[src/rtl/timer_unit_if.sv]
// Bus bundle for timer_unit: load/control inputs and status outputs.
// The expiry strobe is called evt because "event" is a reserved word in SystemVerilog.
interface timer_unit_if #(
  parameter int WIDTH     = 8,
  parameter int PRE_WIDTH = 8
);
  logic [WIDTH-1:0]     value;
  logic [1:0]           mode;
  logic                 put;
  logic                 cancel;
  logic [PRE_WIDTH-1:0] prescale;
  logic                 out;
  logic                 evt;
  logic                 busy;
  logic [WIDTH-1:0]     count;

  modport master (
    output value, mode, put, cancel, prescale,
    input  out, evt, busy, count
  );

  modport slave (
    input  value, mode, put, cancel, prescale,
    output out, evt, busy, count
  );
endinterface

[src/rtl/timer_unit.sv]
// Down-counting timer with alarm/strobe/pulse/timeout modes and registered outputs.
// Define TIMER_UNIT_PRESCALE_EN to divide ticks by (latched prescale + 1).
module timer_unit #(
  parameter int WIDTH     = 8,
  parameter int PRE_WIDTH = 8
) (
  input logic         clock,
  input logic         reset,
  timer_unit_if.slave bus
);
  typedef enum logic [1:0] {ST_IDLE, ST_RUN, ST_DONE} state_t;

  localparam logic [1:0] M_ALARM  = 2'd0;
  localparam logic [1:0] M_STROBE = 2'd1;
  localparam logic [1:0] M_PULSE  = 2'd2;

  state_t               state_q, state_d;
  logic [WIDTH-1:0]     count_q, count_d;
  logic [WIDTH-1:0]     load_q, load_d;
  logic [1:0]           mode_q, mode_d;
  logic [PRE_WIDTH-1:0] pre_q, pre_d;
  logic [PRE_WIDTH-1:0] pcnt_q, pcnt_d;
  logic                 evt_q, evt_d;
  logic                 out_q, out_d;
  logic                 busy_q, busy_d;
  logic                 tick;

`ifdef TIMER_UNIT_PRESCALE_EN
  assign tick = (pcnt_q == pre_q);
`else
  // Every RUN clock is a tick; the prescaler state is kept but unused here.
  logic unused_prescale;
  assign unused_prescale = ^{pre_q, pcnt_q};
  assign tick = 1'b1;
`endif

  always_comb begin
    state_d = state_q;
    count_d = count_q;
    load_d  = load_q;
    mode_d  = mode_q;
    pre_d   = pre_q;
    pcnt_d  = pcnt_q;
    evt_d   = 1'b0;

    if (bus.cancel) begin
      state_d = ST_IDLE;
      count_d = '0;
      pcnt_d  = '0;
    end else if (bus.put) begin
      pcnt_d = '0;
      if (bus.value != '0) begin
        state_d = ST_RUN;
        count_d = bus.value;
        load_d  = bus.value;
        mode_d  = bus.mode;
        pre_d   = bus.prescale;
      end else begin
        state_d = ST_IDLE;
        count_d = '0;
      end
    end else if (state_q == ST_RUN) begin
      if (tick) begin
        pcnt_d = '0;
        if (count_q == WIDTH'(1)) begin
          evt_d = 1'b1;
          if (mode_q == M_STROBE) begin
            count_d = load_q;
          end else if (mode_q == M_PULSE) begin
            count_d = '0;
            state_d = ST_IDLE;
          end else begin
            count_d = '0;
            state_d = ST_DONE;
          end
        end else begin
          count_d = count_q - 1'b1;
        end
      end else begin
        pcnt_d = pcnt_q + 1'b1;
      end
    end

    busy_d = (state_d == ST_RUN);
    // Timeout mode is the only one that parks in DONE with out held high.
    unique case (mode_d)
      M_ALARM, M_STROBE: out_d = evt_d;
      M_PULSE:           out_d = (state_d == ST_RUN);
      default:           out_d = (state_d == ST_DONE);
    endcase
  end

  always_ff @(posedge clock) begin
    if (reset) begin
      state_q <= ST_IDLE;
      count_q <= '0;
      load_q  <= '0;
      mode_q  <= '0;
      pre_q   <= '0;
      pcnt_q  <= '0;
      evt_q   <= 1'b0;
      out_q   <= 1'b0;
      busy_q  <= 1'b0;
    end else begin
      state_q <= state_d;
      count_q <= count_d;
      load_q  <= load_d;
      mode_q  <= mode_d;
      pre_q   <= pre_d;
      pcnt_q  <= pcnt_d;
      evt_q   <= evt_d;
      out_q   <= out_d;
      busy_q  <= busy_d;
    end
  end

  assign bus.evt   = evt_q;
  assign bus.out   = out_q;
  assign bus.busy  = busy_q;
  assign bus.count = count_q;
endmodule

[src/flat_wrapper.sv]
// flat-port wrapper written by rule: the top's interface ports become plain ports
module timer_unit_flat 
#(
  parameter int WIDTH     = 8,
  parameter int PRE_WIDTH = 8
)
  (clock, reset, bus_value, bus_mode, bus_put, bus_cancel, bus_prescale, bus_out, bus_evt, bus_busy, bus_count);
  timer_unit_if #(.WIDTH(WIDTH), .PRE_WIDTH(PRE_WIDTH)) bus_i ();
  input logic clock;
  input logic reset;
  input wire logic [$bits(bus_i.value)-1:0] bus_value;
  input wire logic [$bits(bus_i.mode)-1:0] bus_mode;
  input wire logic [$bits(bus_i.put)-1:0] bus_put;
  input wire logic [$bits(bus_i.cancel)-1:0] bus_cancel;
  input wire logic [$bits(bus_i.prescale)-1:0] bus_prescale;
  output wire logic [$bits(bus_i.out)-1:0] bus_out;
  output wire logic [$bits(bus_i.evt)-1:0] bus_evt;
  output wire logic [$bits(bus_i.busy)-1:0] bus_busy;
  output wire logic [$bits(bus_i.count)-1:0] bus_count;
  assign bus_i.value = bus_value;
  assign bus_i.mode = bus_mode;
  assign bus_i.put = bus_put;
  assign bus_i.cancel = bus_cancel;
  assign bus_i.prescale = bus_prescale;
  assign bus_out = bus_i.out;
  assign bus_evt = bus_i.evt;
  assign bus_busy = bus_i.busy;
  assign bus_count = bus_i.count;
  timer_unit #(.WIDTH(WIDTH), .PRE_WIDTH(PRE_WIDTH)) u_core (.clock(clock), .reset(reset), .bus(bus_i));
endmodule
[config.mk]
export PLATFORM = sky130hd
export DESIGN_NAME = timer_unit_flat
export DESIGN_NICKNAME = d
export VERILOG_FILES = /design/src/rtl/timer_unit_if.sv /design/src/rtl/timer_unit.sv /design/src/flat_wrapper.sv
export SDC_FILE = /design/constraint.sdc
export NUM_CORES = 1
export LEC_CHECK = 0
export ABC_AREA = 1
export CAP_MARGIN = 0
export CORE_AREA = 10 10 72 74
export DETAILED_ROUTE_END_ITERATION = 16
export DIE_AREA = 0 0 82 84
export HOLD_SLACK_MARGIN = 0.06
export PLACE_DENSITY_LB_ADDON = 0.1
export SETUP_SLACK_MARGIN = 0.3
export SYNTH_ARGS = -nofsm -noshare
export SYNTH_HDL_FRONTEND = slang
export SYNTH_SLANG_ARGS = --single-unit
[constraint.sdc]
create_clock -name clock -period 2.4 [get_ports clock]
set_input_delay 0.24 -clock clock [delete_from_list [all_inputs] [get_ports clock]]
set_output_delay 0.24 -clock clock [all_outputs]
set_load 0.01 [all_outputs]
==> implementation parameters <==
Parameter                              Value

Synth
  Syn Area/Cell ... 6.56 sq um
  Post-synth cell types ... 27
  Area of the mapped netlist ... 0.00129 sq mm
  Net Count, Synth ... 221
  Number of synthesized register bits ... 23
  Synth Warn # ... 0
  Instance count of the mapped netlist ... 197
  Top cells by area, synth ... sky130_fd_sc_hd__dfxtp_1, sky130_fd_sc_hd__nand2_1, sky130_fd_sc_hd__nor2_1
  Post-synth EDFFs ... 0
  Flip-flop cell with the highest count after synthesis ... sky130_fd_sc_hd__dfxtp_1
  Most repeated cell in the gate-level netlist after synthesis ... sky130_fd_sc_hd__nand2_1
  Top cells by instance count after synthesis ... sky130_fd_sc_hd__nand2_1, sky130_fd_sc_hd__nor2_1, sky130_fd_sc_hd__inv_1
  Top cell type by total area after synthesis ... sky130_fd_sc_hd__dfxtp_1
  Sequential cell area fraction in the yosys report ... 35.6%
  Share of synthesized flip-flops with an asynchronous set or reset ... 0%
  Top cell type's share of synthesized area ... 35.6%

Routing
  Total routed wirelength ... 3330 um
  Metal3 WL ... 164 um
  Via total after detailed routing ... 1,249
  First-pass iteration count of the detailed router ... 4
  Number of design-rule violations left by the first detailed-router iteration ... 101
  ANT nets after route ... 0
  Remaining routing DRC violations ... 0
  Highest routing layer actually used ... met4
  Avg Vias per Cell ... 4.54
  Metal2 WL ... 1610 um
  Avg WL per Cell ... 12.1 um
  Routed met1 length ... 1520 um

Die
  Site Rows ... 23
  Initial core utilization ... 33.5%
  Die width ... 82 um
  Overall die height ... 84 um
  Total core area ... 0.00386 sq mm
  IO Count ... 33
  Full die area ... 0.00689 sq mm

Layout
  Fillcell total ... 430
  Fraction of layout instances using a drive strength above 1 ... 8.00%
  Sequential cell area ... 460 sq um
  Count of nets after finishing ... 250
  Area delta synth->final ... 26.9%
  N_diodes ... 0
  Final Non-Filler Cells ... 275
  Area of the multi-input gates ... 697 sq um

GRT
  Sum of overflow across all layers after global routing ... 0
  First-pass GRT wire length ... 5670 um
  Largest net degree at the start of global routing ... 17
  Antenna violations before repair ... 0
  Number of global-route vias before repair ... 1,263
  Tot GR Track Use ... 10.2%

Outcome
  Run status ... finished, final reports clean

CTS
  Buffers inserted during post-CTS setup optimization ... 0
  Clock latency on the worst-skew pair ... 0.27 ns
  Clock edge transition at the registers on the reported setup and hold paths ... 0.09 ns
  Root Buffer ... sky130_fd_sc_hd__clkbuf_8
  Total number of H-tree levels ... 1
  Clock sink count ... 23
  Number of gates resized after CTS ... 0
  Total clock buffers created by CTS ... 3
  Hold_buf cts ... 0
  TritonCTS clock tree ... done
  Number of buffers between clock root and the deepest sink ... 2

Run
  Number of maximum-capacitance violations ... 0

STA
  Fin crit period ... 1.74 ns
  Period utilization ... 72.6%
  Setup violations, final ... 0
  Endpoints failing hold ... 0
  Clock skew after layout ... 0.00685 ns
  Slew @ Worst Pin ... 0.396 ns
  Final total negative setup slack ... 0 ns
  Post-route setup slack ... 0.659 ns
  Worst-case hold slack ... 0.470 ns
  Slew Viols, Final ... 0
  Unrepaired setup endpoints after global routing ... no
  Worst max-slew margin expressed relative to the limit ... 73.5%
  Highest Clock Rate ... 0.574 GHz

Placement
  Routability-driven placement congestion ratio ... 0.786
  Number of placed instances with taps included ... 271
  Estimated wirelength of the detail-placed design ... 2590 um
  Setup Slack @ Placement ... 0.400 ns
  Number of buffers inserted by port buffering ... 24

Critical path
  Element type at the critical path start ... flip-flop
  Crit path required time ... 2.56 ns
  Critical path class ... reg -> reg
  Data arrival at the endpoint of the critical path ... 1.90 ns
  Critical Path Sink Type ... flip-flop
  Largest fanout of any net on the critical path ... 16

Power
  Pleak ... 0.000704 uW
  Power per unit of standard cell area ... 507 mW/mm^2
  Total power ... 832 uW
  Peak supply drop ... 0.250 mV

Hold path
  Worst hold path type ... reg -> reg
cells by family after synthesis:
| logic type | after synthesis | share of synthesized area (%) |
|---|---|---|
| AOI/OAI and AO/OA | 35 | 16.4 |
| xor gates and xnor gates | 1 | 0.678 |
| adders and majority gates | 2 | 1.94 |
| buffers and inverters | 33 | 10.5 |
| DFF | 23 | 35.6 |
| and+or+nand+nor | 103 | 34.9 |
registers in the layout, indices dropped and copies added, names as in the netlist:
signal and flops:
u_core.bus.count 8, u_core.bus.out 1, u_core.bus.busy 1, u_core.bus.evt 1
u_core.mode_q 2, u_core.load_q 8, u_core.state_q 2
cells in the final DEF (no fill, tap or decap), types with 3 or more instances in the layout:
cell type and instances:
sky130_fd_sc_hd__a31oi_1 6, sky130_fd_sc_hd__inv_1 26, sky130_fd_sc_hd__o21ai_0 8, sky130_fd_sc_hd__dfxtp_1 23, sky130_fd_sc_hd__buf_4 3, sky130_fd_sc_hd__nor2_1 28, sky130_fd_sc_hd__clkbuf_8 3, sky130_fd_sc_hd__a21oi_1 10
sky130_fd_sc_hd__nand3_1 15, sky130_fd_sc_hd__clkdlybuf4s50_1 24, sky130_fd_sc_hd__inv_2 3, sky130_fd_sc_hd__nand2_1 53
worst max-delay path: stages (launching register included):
cell	delay [ns]
sky130_fd_sc_hd__dfxtp_1	0.33
sky130_fd_sc_hd__inv_1	0.11
sky130_fd_sc_hd__ha_1	0.18
sky130_fd_sc_hd__nand2_1	0.09
sky130_fd_sc_hd__nor2_4	0.32
sky130_fd_sc_hd__nand2_1	0.15
sky130_fd_sc_hd__nand2_1	0.08
sky130_fd_sc_hd__nand2_1	0.07
sky130_fd_sc_hd__nand3_1	0.10
sky130_fd_sc_hd__nand2_1	0.05
sky130_fd_sc_hd__nor2_1	0.11
sky130_fd_sc_hd__nor2_2	0.04
area by class of cell:
class | instances | area share [%]
Multi-Input combinational cell | 141 | 42.5
Sequential cell | 23 | 28.1
Timing Repair Buffer | 27 | 16.0
Inverter | 30 | 6.87
Tap cell | 50 | 3.81
Clock buffer | 4 | 2.75
routing by layer:
layer | up-vias | track usage [%]
met5 | - | 0
met4 | 0 | 3.25
met3 | 5 | 2.16
met2 | 24 | 17.1
met1 | 531 | 12.3
li1 | 689 | -
metrics by stage:
step,cell area [sq um],utilization (%)
2_1_floorplan,1290,-
3_3_place_gp,1600,41.4
3_5_place_dp,1600,41.4
4_1_cts,1640,42.5
5_1_grt,1640,42.5
6_report,1640,42.5
worst paths after layout:
kind	from	endpoint	slack, ns	depth (start not counted)
max	u_core.bus.count[1]	u_core.bus.out	0.66	11
min	u_core.load_q[0]	u_core.load_q[0]	0.47	2
max reg2reg	u_core.bus.count[1]	u_core.bus.out	0.66	11
min reg2reg	u_core.load_q[0]	u_core.load_q[0]	0.47	2
report_power, final:
| group | total, uW | switching (uW) | internal (uW) | leakage (uW) |
|---|---|---|---|---|
| Sequential | 413 | 13.7 | 399 | 0.000188 |
| Clock | 244 | 126 | 119 | 0.0000228 |
| Combinational | 175 | 98.0 | 77.0 | 0.000493 |
Note: power is estimated with default switching activity, not from simulation.
